**src/rtl/decode_stage_if.sv**
```systemverilog
`default_nettype none
// ============================================================================
// Module      : decode_stage_if
// Description : Upstream/downstream handshake and decoded-bundle signals of
//               the decode stage. "slave" is the decode stage's view,
//               "master" is the surrounding pipeline's view.
// Revision    : 1.0 - initial release
// ============================================================================
interface decode_stage_if #(
    parameter int XLEN = 32
);
    logic            flush;
    logic            in_valid;
    logic            in_ready;
    logic [31:0]     in_instr;
    logic [XLEN-1:0] in_pc;
    logic            out_valid;
    logic            out_ready;
    logic [XLEN-1:0] out_pc;
    logic [XLEN-1:0] out_imm;
    logic [4:0]      out_rs1;
    logic [4:0]      out_rs2;
    logic [4:0]      out_rd;
    logic [4:0]      out_aluop;
    logic [7:0]      out_ctrl;
    logic [2:0]      out_funct3;
    logic            out_illegal;

    modport master (
        output flush, in_valid, in_instr, in_pc, out_ready,
        input  in_ready, out_valid, out_pc, out_imm, out_rs1, out_rs2,
               out_rd, out_aluop, out_ctrl, out_funct3, out_illegal
    );

    modport slave (
        input  flush, in_valid, in_instr, in_pc, out_ready,
        output in_ready, out_valid, out_pc, out_imm, out_rs1, out_rs2,
               out_rd, out_aluop, out_ctrl, out_funct3, out_illegal
    );
endinterface
`default_nettype wire

```
**src/rtl/decode_stage.sv**
```systemverilog
`default_nettype none
// ============================================================================
// Module      : decode_stage
// Description : RV32I decode stage with one output register, valid/ready
//               handshake and load-use hazard hold-off.
//               Optional macro DECODE_MEXT_EN enables M-extension decode.
// Revision    : 1.0 - initial release
// ============================================================================
module decode_stage #(
    parameter int XLEN           = 32,
    parameter int LOAD_USE_STALL = 1
) (
    input  logic          clk,
    input  logic          rst,
    decode_stage_if.slave bus
);
    localparam logic [6:0] c_op_load   = 7'b0000011;
    localparam logic [6:0] c_op_store  = 7'b0100011;
    localparam logic [6:0] c_op_branch = 7'b1100011;
    localparam logic [6:0] c_op_jal    = 7'b1101111;
    localparam logic [6:0] c_op_jalr   = 7'b1100111;
    localparam logic [6:0] c_op_op     = 7'b0110011;
    localparam logic [6:0] c_op_imm    = 7'b0010011;
    localparam logic [6:0] c_op_lui    = 7'b0110111;
    localparam logic [6:0] c_op_auipc  = 7'b0010111;

    localparam logic [4:0] c_alu_add  = 5'd0;
    localparam logic [4:0] c_alu_sub  = 5'd1;
    localparam logic [4:0] c_alu_and  = 5'd2;
    localparam logic [4:0] c_alu_or   = 5'd3;
    localparam logic [4:0] c_alu_xor  = 5'd4;
    localparam logic [4:0] c_alu_slt  = 5'd5;
    localparam logic [4:0] c_alu_sltu = 5'd6;
    localparam logic [4:0] c_alu_sll  = 5'd7;
    localparam logic [4:0] c_alu_srl  = 5'd8;
    localparam logic [4:0] c_alu_sra  = 5'd9;
`ifdef DECODE_MEXT_EN
    localparam logic [4:0] c_alu_mul  = 5'd16;
`endif

    localparam logic [1:0] c_stall = 2'(LOAD_USE_STALL);

    // Base ALU operation selected by funct3 (no alternate encodings).
    function automatic logic [4:0] f_base_alu(input logic [2:0] f3);
        logic [4:0] op;
        case (f3)
            3'b000:  op = c_alu_add;
            3'b001:  op = c_alu_sll;
            3'b010:  op = c_alu_slt;
            3'b011:  op = c_alu_sltu;
            3'b100:  op = c_alu_xor;
            3'b101:  op = c_alu_srl;
            3'b110:  op = c_alu_or;
            default: op = c_alu_and;
        endcase
        return op;
    endfunction

    logic [31:0]     w_instr;
    logic [2:0]      w_f3;
    logic [6:0]      w_f7;
    logic [XLEN-1:0] w_imm_i, w_imm_s, w_imm_b, w_imm_j, w_imm_u;
    logic [XLEN-1:0] w_imm;
    logic [4:0]      w_aluop;
    logic            w_ill, w_mem_we, w_mem_re, w_pcmux, w_alumux1, w_alumux2, w_is_branch;
    logic [1:0]      w_regmux;
    logic            w_use1, w_use2, w_rd_en, w_is_lui, w_is_load;
    logic            w_held_load, w_pend, w_hit1, w_hit2, w_hazard;
    logic            w_in_ready, w_accept, w_handoff;

    logic            r_out_valid;
    logic [XLEN-1:0] r_pc, r_imm;
    logic [4:0]      r_rs1, r_rs2, r_rd, r_aluop, r_pend_rd;
    logic [7:0]      r_ctrl;
    logic [2:0]      r_funct3;
    logic            r_ill, r_is_load;
    logic [1:0]      r_cnt;

    assign w_instr = bus.in_instr;
    assign w_f3    = w_instr[14:12];
    assign w_f7    = w_instr[31:25];

    assign w_imm_i = {{(XLEN-12){w_instr[31]}}, w_instr[31:20]};
    assign w_imm_s = {{(XLEN-12){w_instr[31]}}, w_instr[31:25], w_instr[11:7]};
    assign w_imm_b = {{(XLEN-12){w_instr[31]}}, w_instr[7], w_instr[30:25], w_instr[11:8], 1'b0};
    assign w_imm_j = {{(XLEN-20){w_instr[31]}}, w_instr[19:12], w_instr[20], w_instr[30:21], 1'b0};

    // U-type is sign-extended too; only widen when XLEN exceeds 32.
    if (XLEN > 32) begin : g_u_wide
        assign w_imm_u = {{(XLEN-32){w_instr[31]}}, w_instr[31:12], 12'b0};
    end else begin : g_u_narrow
        assign w_imm_u = {w_instr[31:12], 12'b0};
    end

    // Combinational decode of the presented instruction word. Opcodes with
    // instr[1:0] != 2'b11 never match a listed opcode and fall into default.
    always_comb begin
        w_ill       = 1'b0;
        w_imm       = '0;
        w_aluop     = c_alu_add;
        w_mem_we    = 1'b0;
        w_mem_re    = 1'b0;
        w_pcmux     = 1'b0;
        w_regmux    = 2'd0;
        w_alumux1   = 1'b0;
        w_alumux2   = 1'b0;
        w_is_branch = 1'b0;
        w_use1      = 1'b0;
        w_use2      = 1'b0;
        w_rd_en     = 1'b1;
        w_is_lui    = 1'b0;
        w_is_load   = 1'b0;
        case (w_instr[6:0])
            c_op_load: begin
                w_imm = w_imm_i; w_mem_re = 1'b1; w_regmux = 2'd2;
                w_alumux2 = 1'b1; w_use1 = 1'b1; w_is_load = 1'b1;
            end
            c_op_store: begin
                w_imm = w_imm_s; w_mem_we = 1'b1; w_mem_re = 1'b1;
                w_alumux2 = 1'b1; w_use1 = 1'b1; w_use2 = 1'b1; w_rd_en = 1'b0;
            end
            c_op_branch: begin
                // ALU forms PC+imm target; the condition comes from funct3.
                w_imm = w_imm_b; w_pcmux = 1'b1; w_alumux1 = 1'b1; w_alumux2 = 1'b1;
                w_is_branch = 1'b1; w_use1 = 1'b1; w_use2 = 1'b1; w_rd_en = 1'b0;
            end
            c_op_jal: begin
                w_imm = w_imm_j; w_pcmux = 1'b1; w_regmux = 2'd1;
                w_alumux1 = 1'b1; w_alumux2 = 1'b1;
            end
            c_op_jalr: begin
                w_imm = w_imm_i; w_pcmux = 1'b1; w_regmux = 2'd1;
                w_alumux2 = 1'b1; w_use1 = 1'b1;
            end
            c_op_op: begin
                w_use1 = 1'b1; w_use2 = 1'b1;
                if (w_f7 == 7'h00) begin
                    w_aluop = f_base_alu(w_f3);
                end else if (w_f7 == 7'h20 && w_f3 == 3'b000) begin
                    w_aluop = c_alu_sub;
                end else if (w_f7 == 7'h20 && w_f3 == 3'b101) begin
                    w_aluop = c_alu_sra;
`ifdef DECODE_MEXT_EN
                end else if (w_f7 == 7'h01) begin
                    w_aluop = c_alu_mul + {2'b00, w_f3};
`endif
                end else begin
                    w_ill = 1'b1;
                end
            end
            c_op_imm: begin
                w_imm = w_imm_i; w_alumux2 = 1'b1; w_use1 = 1'b1;
                w_aluop = f_base_alu(w_f3);
                if (w_f3 == 3'b001 && w_f7 != 7'h00) begin
                    w_ill = 1'b1;
                end else if (w_f3 == 3'b101 && w_f7 == 7'h20) begin
                    w_aluop = c_alu_sra;
                end else if (w_f3 == 3'b101 && w_f7 != 7'h00) begin
                    w_ill = 1'b1;
                end
            end
            c_op_lui: begin
                w_imm = w_imm_u; w_alumux2 = 1'b1; w_is_lui = 1'b1;
            end
            c_op_auipc: begin
                w_imm = w_imm_u; w_alumux1 = 1'b1; w_alumux2 = 1'b1;
            end
            default: w_ill = 1'b1;
        endcase
        if (w_ill) begin
            w_mem_we  = 1'b0;
            w_mem_re  = 1'b0;
            w_pcmux   = 1'b0;
            w_rd_en   = 1'b0;
            w_is_load = 1'b0;
        end
    end

    // A load is pending either while held in the output register or while
    // the post-hand-off stall counter is running. x0 never matches.
    assign w_held_load = r_out_valid && r_is_load && (r_rd != 5'd0);
    assign w_pend      = (r_cnt != 2'd0);
    assign w_hit1 = (w_instr[19:15] != 5'd0) &&
                    ((w_held_load && w_instr[19:15] == r_rd) || (w_pend && w_instr[19:15] == r_pend_rd));
    assign w_hit2 = (w_instr[24:20] != 5'd0) &&
                    ((w_held_load && w_instr[24:20] == r_rd) || (w_pend && w_instr[24:20] == r_pend_rd));
    assign w_hazard = bus.in_valid && ((w_use1 && w_hit1) || (w_use2 && w_hit2));

    assign w_in_ready = !rst && !bus.flush && (!r_out_valid || bus.out_ready) && !w_hazard;
    assign w_accept   = bus.in_valid && w_in_ready;
    assign w_handoff  = r_out_valid && bus.out_ready;

    // Output register, handshake state and load-use stall bookkeeping.
    always_ff @(posedge clk) begin
        if (rst) begin
            r_out_valid <= 1'b0;
            r_pc        <= '0;
            r_imm       <= '0;
            r_rs1       <= '0;
            r_rs2       <= '0;
            r_rd        <= '0;
            r_aluop     <= '0;
            r_ctrl      <= '0;
            r_funct3    <= '0;
            r_ill       <= 1'b0;
            r_is_load   <= 1'b0;
            r_cnt       <= '0;
            r_pend_rd   <= '0;
        end else if (bus.flush) begin
            r_out_valid <= 1'b0;
            r_cnt       <= '0;
        end else begin
            if (w_accept) begin
                r_out_valid <= 1'b1;
                r_pc        <= bus.in_pc;
                r_imm       <= w_imm;
                r_rs1       <= w_is_lui ? 5'd0 : w_instr[19:15];
                r_rs2       <= w_instr[24:20];
                r_rd        <= w_rd_en ? w_instr[11:7] : 5'd0;
                r_aluop     <= w_aluop;
                r_ctrl      <= {w_mem_we, w_mem_re, w_pcmux, w_regmux,
                                w_alumux1, w_alumux2, w_is_branch};
                r_funct3    <= w_f3;
                r_ill       <= w_ill;
                r_is_load   <= w_is_load;
            end else if (w_handoff) begin
                r_out_valid <= 1'b0;
            end
            if (w_handoff && w_held_load) begin
                r_pend_rd <= r_rd;
                r_cnt     <= c_stall;
            end else if (r_cnt != 2'd0) begin
                r_cnt <= r_cnt - 2'd1;
            end
        end
    end

    assign bus.in_ready    = w_in_ready;
    assign bus.out_valid   = r_out_valid;
    assign bus.out_pc      = r_pc;
    assign bus.out_imm     = r_imm;
    assign bus.out_rs1     = r_rs1;
    assign bus.out_rs2     = r_rs2;
    assign bus.out_rd      = r_rd;
    assign bus.out_aluop   = r_aluop;
    assign bus.out_ctrl    = r_ctrl;
    assign bus.out_funct3  = r_funct3;
    assign bus.out_illegal = r_ill;
endmodule
`default_nettype wire

```
**src/flat_wrapper.sv**
```systemverilog
// flat-port wrapper written by rule: the top's interface ports become plain ports
module decode_stage_flat 
#(
    parameter int XLEN           = 32,
    parameter int LOAD_USE_STALL = 1
)
  (clk, rst, bus_flush, bus_in_valid, bus_in_instr, bus_in_pc, bus_out_ready, bus_in_ready, bus_out_valid, bus_out_pc, bus_out_imm, bus_out_rs1, bus_out_rs2, bus_out_rd, bus_out_aluop, bus_out_ctrl, bus_out_funct3, bus_out_illegal);
  decode_stage_if #(.XLEN(XLEN)) bus_i ();
  input  logic clk;
  input  logic rst;
  input wire logic [$bits(bus_i.flush)-1:0] bus_flush;
  input wire logic [$bits(bus_i.in_valid)-1:0] bus_in_valid;
  input wire logic [$bits(bus_i.in_instr)-1:0] bus_in_instr;
  input wire logic [$bits(bus_i.in_pc)-1:0] bus_in_pc;
  input wire logic [$bits(bus_i.out_ready)-1:0] bus_out_ready;
  output wire logic [$bits(bus_i.in_ready)-1:0] bus_in_ready;
  output wire logic [$bits(bus_i.out_valid)-1:0] bus_out_valid;
  output wire logic [$bits(bus_i.out_pc)-1:0] bus_out_pc;
  output wire logic [$bits(bus_i.out_imm)-1:0] bus_out_imm;
  output wire logic [$bits(bus_i.out_rs1)-1:0] bus_out_rs1;
  output wire logic [$bits(bus_i.out_rs2)-1:0] bus_out_rs2;
  output wire logic [$bits(bus_i.out_rd)-1:0] bus_out_rd;
  output wire logic [$bits(bus_i.out_aluop)-1:0] bus_out_aluop;
  output wire logic [$bits(bus_i.out_ctrl)-1:0] bus_out_ctrl;
  output wire logic [$bits(bus_i.out_funct3)-1:0] bus_out_funct3;
  output wire logic [$bits(bus_i.out_illegal)-1:0] bus_out_illegal;
  assign bus_i.flush = bus_flush;
  assign bus_i.in_valid = bus_in_valid;
  assign bus_i.in_instr = bus_in_instr;
  assign bus_i.in_pc = bus_in_pc;
  assign bus_i.out_ready = bus_out_ready;
  assign bus_in_ready = bus_i.in_ready;
  assign bus_out_valid = bus_i.out_valid;
  assign bus_out_pc = bus_i.out_pc;
  assign bus_out_imm = bus_i.out_imm;
  assign bus_out_rs1 = bus_i.out_rs1;
  assign bus_out_rs2 = bus_i.out_rs2;
  assign bus_out_rd = bus_i.out_rd;
  assign bus_out_aluop = bus_i.out_aluop;
  assign bus_out_ctrl = bus_i.out_ctrl;
  assign bus_out_funct3 = bus_i.out_funct3;
  assign bus_out_illegal = bus_i.out_illegal;
  decode_stage #(.XLEN(XLEN), .LOAD_USE_STALL(LOAD_USE_STALL)) u_core (.clk(clk), .rst(rst), .bus(bus_i));
endmodule
```
**config.mk**
```make
export PLATFORM = sky130hd
export DESIGN_NAME = decode_stage_flat
export DESIGN_NICKNAME = d
export VERILOG_FILES = /design/src/rtl/decode_stage_if.sv /design/src/rtl/decode_stage.sv /design/src/flat_wrapper.sv
export SDC_FILE = /design/constraint.sdc
export NUM_CORES = 1
export LEC_CHECK = 0
export BUFFER_PORTS_ARGS = -buffer_cell sky130_fd_sc_hd__buf_2
export CORE_ASPECT_RATIO = 0.5
export CORE_MARGIN = 3
export CORE_UTILIZATION = 40
export CTS_CLUSTER_SIZE = 28
export DETAILED_ROUTE_END_ITERATION = 12
export GPL_ROUTABILITY_DRIVEN = 0
export PLACE_DENSITY_LB_ADDON = 0.1
export RECOVER_POWER = 50
export SYNTH_ARGS = -nofsm -noshare
export SYNTH_HDL_FRONTEND = slang
export SYNTH_SLANG_ARGS = --single-unit
```
**constraint.sdc**
```tcl
create_clock -name clk -period 5.35 [get_ports clk]
set_input_delay 1.07 -clock clk [delete_from_list [all_inputs] [get_ports clk]]
set_output_delay 1.07 -clock clk [all_outputs]
set_load 0.02 [all_outputs]
```
==> metrics.txt, run 1 <==
outcome finished clean; RR Startpoint u_core.bus.out_rd[1]$_SDFFE_PP0P_; Global Route met2 Usage 30.1%; ANT nets after route 0; GR Util All Layers between 10% and 20%; Synth Area per Inst 9.60 um2; remaining global-route overflow 0; Primary FF master, synth dfxtp_1; Tmin final 4.04 ns; largest family of logic cells by synthesized area simple AND/OR/NAND/NOR gates; Rows 28; min-delay src u_core.bus.out_imm[5]$_SDFFE_PP0P_; Power Density 269 nW/um2; total power between 0.0015 and 0.002 W; fin nets about 740; vias per inst 4.98; chip width between 150 and 200 um; Worst Path Required 4.28 ns; crit end category primary output; most frequent cell after synthesis dfxtp_1; fin crit share ~76%; Top Usage Layer GRT met2; layout cell share with drive strength beyond 1 22.0%; largest net degree at the start of global routing between 70 and 80; Synth top area share between 40% and 50%; Residual DRC 0; hold_buf cts 0; Multi-input gate area around 2800 um2; synth top area cells dfxtp_1, mux2_2, mux2i_1, nor2b_1, nand2b_1; Post-DP HPWL approximately 10000 um; global-route wire length before repair approximately 22000 um; CP Data Arrival Time 2.97 ns; Worst-path clk slew about 0.07 ns; DR pass1 iterations 5; grt met1 use approximately 28%; crit path cell chain buf_2 -> nand4b_1 -> nor3_2 -> o32a_1 -> o21a_1 -> o21ai_0 -> and3_1 -> buf_2; commonest cells in the netlist dfxtp_1, nor2b_1, mux2_2; number of fill cells 1226; Setup WS pre-CTS around 1.4 ns; hold endpoint u_core.bus.out_imm[5]$_SDFFE_PP0P_; post-synthesis adder-cell area fraction 0.247%; register area between 2000 and 2500 um2; sequential fraction of the synthesis area around two fifths; post-layout util 50.7%; worst setup path category in -> out; Top Ports approximately 170; worst setup margin roughly 1.3 ns; IO Port Bufs around 170; Post-Route WL around 14000 um; area grow syn2layout 21.2%; number of global-route vias before repair about 4.2k; r2r setup slk 2.63 ns; Avg WL per Cell around 17 um; cts bufs inserted 9; Inserted Diodes 0; post-CTS setup buffers 0; worst clock skew ~0.012 ns; crit path launch bus_in_instr[5]; PostCTS Resize Cnt 0; Synth area leader dfxtp_1; Most common cell on crit path buf_2; compound-cell area share of the yosys netlist approximately a tenth; root buffer cell clkbuf_16; Crit Path Max Fanout 16; CTS tree yes; routing usage on met3 between 6 and 7%; die area between 10000 and 15000 um2; VDD IR max about 140 uV; Tightest Pin Transition approximately 1.5 ns; hold slack approximately 0.48 ns; total core area ~12000 um2; Final Hold Viols 0; clock sink count between 100 and 150; R2R depth 6; slowest cell on the critical path nor3_2; Vias approximately 4.2k; Setup crit start kind input port; initial antenna violation count 0; number of max-cap violations 0; Max Freq approximately 250 MHz; slew margin rel. under 10%; 1st-iter DRT viols between 200 and 300; Ys Warns 0; mux cell area share after synthesis ~20%; Mapped Area a little over 5000 um2; min-delay worst type reg -> reg; clock latency on the worst-skew pair 0.35 ns; syn_nets ~600; EDFF count, synth 0; Die Span Y roughly 86 um; unique cell type count in the Yosys netlist 55; setup TNS 0 ns; RSZ-0062 raised after global routing false; Max clock buf depth 2; Finish-stage setup viols 0; Post-synth ARST share 0%; CTS H-Tree Depth 3; Final Max Tran Viols 0; Post-Synth XOR/XNOR Area about 4.2%; post-synthesis register bit count approximately 100; Initial Util a little over two fifths; Top delay family on crit path simple AND/OR/NAND/NOR gates; worst hold stages 2; Crit Reg-Reg Endpoint u_core.bus.out_ctrl[3]$_SDFFE_PP0P_; Post-Synth Simple-Gate Area between 20% and 30%; worst stage delay on the critical path 0.50 ns; Syn Inst Count roughly 530; Pleak approximately 2.5 nW; worst path buffer plus inverter count 2
## cell usage in the layout (no fill, tap or decap), drive strengths merged, types with 5 or more instances in the layout
master / synthesis / final
nand3: 13 / 13
xor2: 11 / 11
dfxtp: 104 / 104
mux2: 52 / 52
mux2i: 40 / 40
buf: 17 / 71
nor2b: 52 / 52
nor3: 10 / 10
xnor2: 13 / 13
nand2: 31 / 31
a22oi: 6 / 6
o21ai: 10 / 10
nor2: 30 / 30
a31oi: 8 / 8
a21oi: 20 / 20
inv: 5 / 5
clkbuf: 18 / 108
nand2b: 38 / 38
## metrics by stage
stage	std cells	instance area, um2
after detailed placement	826	5970
final	841	6130
after floorplan	527	5060
after global routing	841	6130
after global placement	826	5970
after CTS	841	6250
## tightest hold or removal path, stage by stage (launching register included)
cell and delay, ns:
dfxtp_1 0.31, nand2b_1 0.06, mux2i_1 0.06
## cell type report
cell class              instances  area share [%]
clock buffers                  10            3.73
clock inverters                 5           0.959
inverters                       5           0.306
multi-input cells             383            45.5
flip-flops and latches        104            34.0
well taps                     165            3.37
repair buffers                169            12.1
## worst max-delay path by stage
stage | cells past startpoint | slack (ns) | to
floorplan | 6 | 1.80 | bus_in_ready
global placement | 8 | 1.42 | bus_in_ready
detailed placement | 8 | 1.36 | bus_in_ready
CTS | 8 | 1.36 | bus_in_ready
global route | 5 | 1.09 | u_core.bus.out_imm[12]$_SDFFE_PP0P_
finish | 8 | 1.31 | bus_in_ready
## routing by layer
layer,wire [um],vias to the layer above,share of wire [%]
li1,-,2108,-
met1,6600,1931,47
met2,6030,138,43
met3,1200,8,8.6
met4,116,0,0.83
met5,0,-,0
## power breakdown
| group | internal, W | total, W | switching (W) |
|---|---|---|---|
| clock | 0.000361 | 0.000651 | 0.000290 |
| sequential | 0.000796 | 0.000806 | 0.0000101 |
| combinational | 0.0000782 | 0.000195 | 0.000117 |
## logic make-up after synthesis
logic type,count (synthesis)
compound gates,70
xor+xnor,24
fa+ha+maj,1
buf+inv,40
flops,104
mux,92
other cells,1
simple gates,195
## sequential cells by signal (all words and copies together) (netlist names)
name and cells:
u_core.r_is_load 1, u_core.bus.out_valid 1, u_core.bus.out_illegal 1, u_core.bus.out_rs1 5, u_core.r_pend_rd 5, u_core.bus.out_aluop 4
u_core.bus.out_imm 32, u_core.r_cnt 2, u_core.bus.out_funct3 3, u_core.bus.out_ctrl 8, u_core.bus.out_rd 5, u_core.bus.out_rs2 5
u_core.bus.out_pc 32
Note: power is estimated with default switching activity, not from simulation.
==> run 2, diff against run 1 <==
==> constraint.sdc (replaced) <==
create_clock -name clk -period 3.92 [get_ports clk]
set_input_delay 0.784 -clock clk [delete_from_list [all_inputs] [get_ports clk]]
set_output_delay 0.784 -clock clk [all_outputs]
set_load 0.02 [all_outputs]
==> metrics.txt, run 2 (synthesis gave the netlist of run 1 again) <==
largest net degree at the start of global routing 66 (-15%); commonest non-fill, non-tap cell in the layout dfxtp_1; slew margin rel. 54.5% (+53 points); clock sink count 104 (unchanged); DR pass1 iterations 4 (-1); root buffer cell clkbuf_16; 1st-iter DRT viols 235 (-14%); most frequent cells in the layout dfxtp_1, clkbuf_1, buf_2, nor2b_1, mux2_2; IO Port Bufs 165 (unchanged); Power Density 373 nW/um2 (+39%); total core area 12100 um2 (unchanged); setup TNS 0 ns (unchanged); clock latency on the worst-skew pair 0.36 ns (about the same); R2R depth 8 (+2); VDD IR max 172 uV (+25%); clock share of power 41.0% (+1.6 points); global-route wire length before repair 22400 um (+1.5%); Vias 4350 (+3.9%); Most common cell on crit path buf_2; chip width 165 um (unchanged); Finished Layout Cells 848 (+0.83%); CP Data Arrival Time 2.65 ns (-0.32 ns); Post-Route WL 14100 um (+1.1%); worst clock skew 0.0112 ns (-0.000660 ns); Sw Share 26.5% (+1.2 points); Rows 28 (unchanged); GR Util All Layers 20.1% (+0.29 points); RSZ-0062 raised after global routing false; Inserted Diodes 0 (unchanged); crit end category primary output; layout cell share with drive strength beyond 1 23.1% (+1.1 points); worst setup path category in -> out; crit path cell chain buf_2 -> nand4b_1 -> nor3_1 -> o32a_1 -> o21a_1 -> o21ai_0 -> and3_1 -> buf_2; Top Ports 167 (unchanged); vias per inst 5.13 (+3.1%); Final Hold Viols 0 (unchanged); area grow syn2layout 22.9%; outcome finished clean; number of max-cap violations 0 (unchanged); Initial Util 41.9% (unchanged); placed insts 832 (+0.73%); fin crit share 87.5%; r2r setup slk 1.61 ns (-1.02 ns); Tightest Pin Transition 0.680 ns (-0.803 ns); Finish-stage setup viols 0 (unchanged); worst hold stages 2 (unchanged); fin nets 748 (+0.81%); Max clock buf depth 2 (unchanged); Avg WL per Cell 16.6 um (+0.23%); Residual DRC 0 (unchanged); Flop pwr share 47.4% (-1.4 points); cts bufs inserted 9 (unchanged); CTS H-Tree Depth 3 (unchanged); Comb pwr share 11.7% (about the same); remaining global-route overflow 0 (unchanged); Crit Path Max Fanout 16 (unchanged); initial antenna violation count 0 (unchanged); Pleak 2.56 nW (+2.2%); Die Span Y 85.5 um (unchanged); cell-internal power 0.00171 W (+38%); slowest cell on the critical path nor3_1; CTS tree yes; ANT nets after route 0 (unchanged); Post-DP HPWL 10300 um (+2.7%); min-delay worst type reg -> reg; worst stage delay on the critical path 0.44 ns (-0.06 ns); number of global-route vias before repair 4289 (+3.3%); die area 14100 um2 (unchanged); Setup crit start kind input port; register area 2080 um2 (unchanged); hold_buf cts 0 (unchanged); PostCTS Resize Cnt 0 (unchanged); Tmin final 3.43 ns; Max Freq between 200 and 300 MHz; Switch Pwr 0.000615 W (+47%); Worst Path Required 3.14 ns (-1.14 ns); number of fill cells 1241 (+1.2%); post-CTS setup buffers 0 (unchanged); Worst-path clk slew 0.07 ns (about the same); Final Max Tran Viols 0 (unchanged); Multi-input gate area 2790 um2 (unchanged)
[run 2: changes by cell type in the layout (fill, tap and decap cells not counted)]
cell,before,now
buf_12,1,2
buf_2,68,69
buf_4,2,8
clkbuf_1,98,96
clkbuf_2,1,0
clkinv_2,1,0
clkinvlp_4,2,1
inv_6,0,2
inv_8,0,2
[run 2: cell type report]
type | instances | area share, %
repair buffers | 175 | 13.0
inverters | 5 | 0.302
flip-flops and latches | 104 | 33.5
clock buffers | 9 | 3.62
multi-input cells | 383 | 44.9
clock inverters | 7 | 1.39
well taps | 165 | 3.32
[run 2: through the flow]
step	setup slack, ns	area (um2)	power (W)	hold slack (ns)	util, %
3_3_place_gp	0.611	6020	0.00140	0.461	49.8
5_1_grt	0.327	6220	0.00242	0.501	51.4
4_1_cts	0.535	6340	0.00236	0.477	52.4
2_1_floorplan	0.943	5060	0.00130	0.442	-
3_5_place_dp	0.545	6020	0.00140	0.464	49.8
6_report	0.488	6220	0.00232	0.476	51.4
[run 2: worst max-delay path, delay by kind of cell]
family / cells / cell delay (ns)
simple gates: 3 / 0.89
compound gates: 3 / 0.55
buf+inv: 2 / 0.41
[run 2: final timing paths]
check | from | end
max reg2reg | u_core.r_cnt[0]$_SDFFE_PP0P_ | u_core.bus.out_rd[1]$_SDFFE_PP0P_
min | u_core.bus.out_imm[6]$_SDFFE_PP0P_ | u_core.bus.out_imm[6]$_SDFFE_PP0P_
max | bus_in_instr[5] | bus_in_ready
min reg2reg | u_core.bus.out_imm[6]$_SDFFE_PP0P_ | u_core.bus.out_imm[6]$_SDFFE_PP0P_
[run 2: power by group through the flow]
stage | Combinational, W | Clock, W | Sequential, W
detailed placement | 0.000280 | 0 | 0.00112
global route | 0.000294 | 0.00102 | 0.00110
floorplan | 0.000135 | 0 | 0.00116
CTS | 0.000281 | 0.000977 | 0.00110
finish | 0.000271 | 0.000951 | 0.00110
global placement | 0.000278 | 0 | 0.00112
[run 2: layer usage]
layer	wire, um	vias to the layer above	track usage [%]	part of all wire, %
met5	0	-	0	0
met3	1280	13	7.67	9.1
li1	-	2134	-	-
met2	6160	141	31.1	44
met1	6530	2062	26.9	46
met4	127	0	4.34	0.90
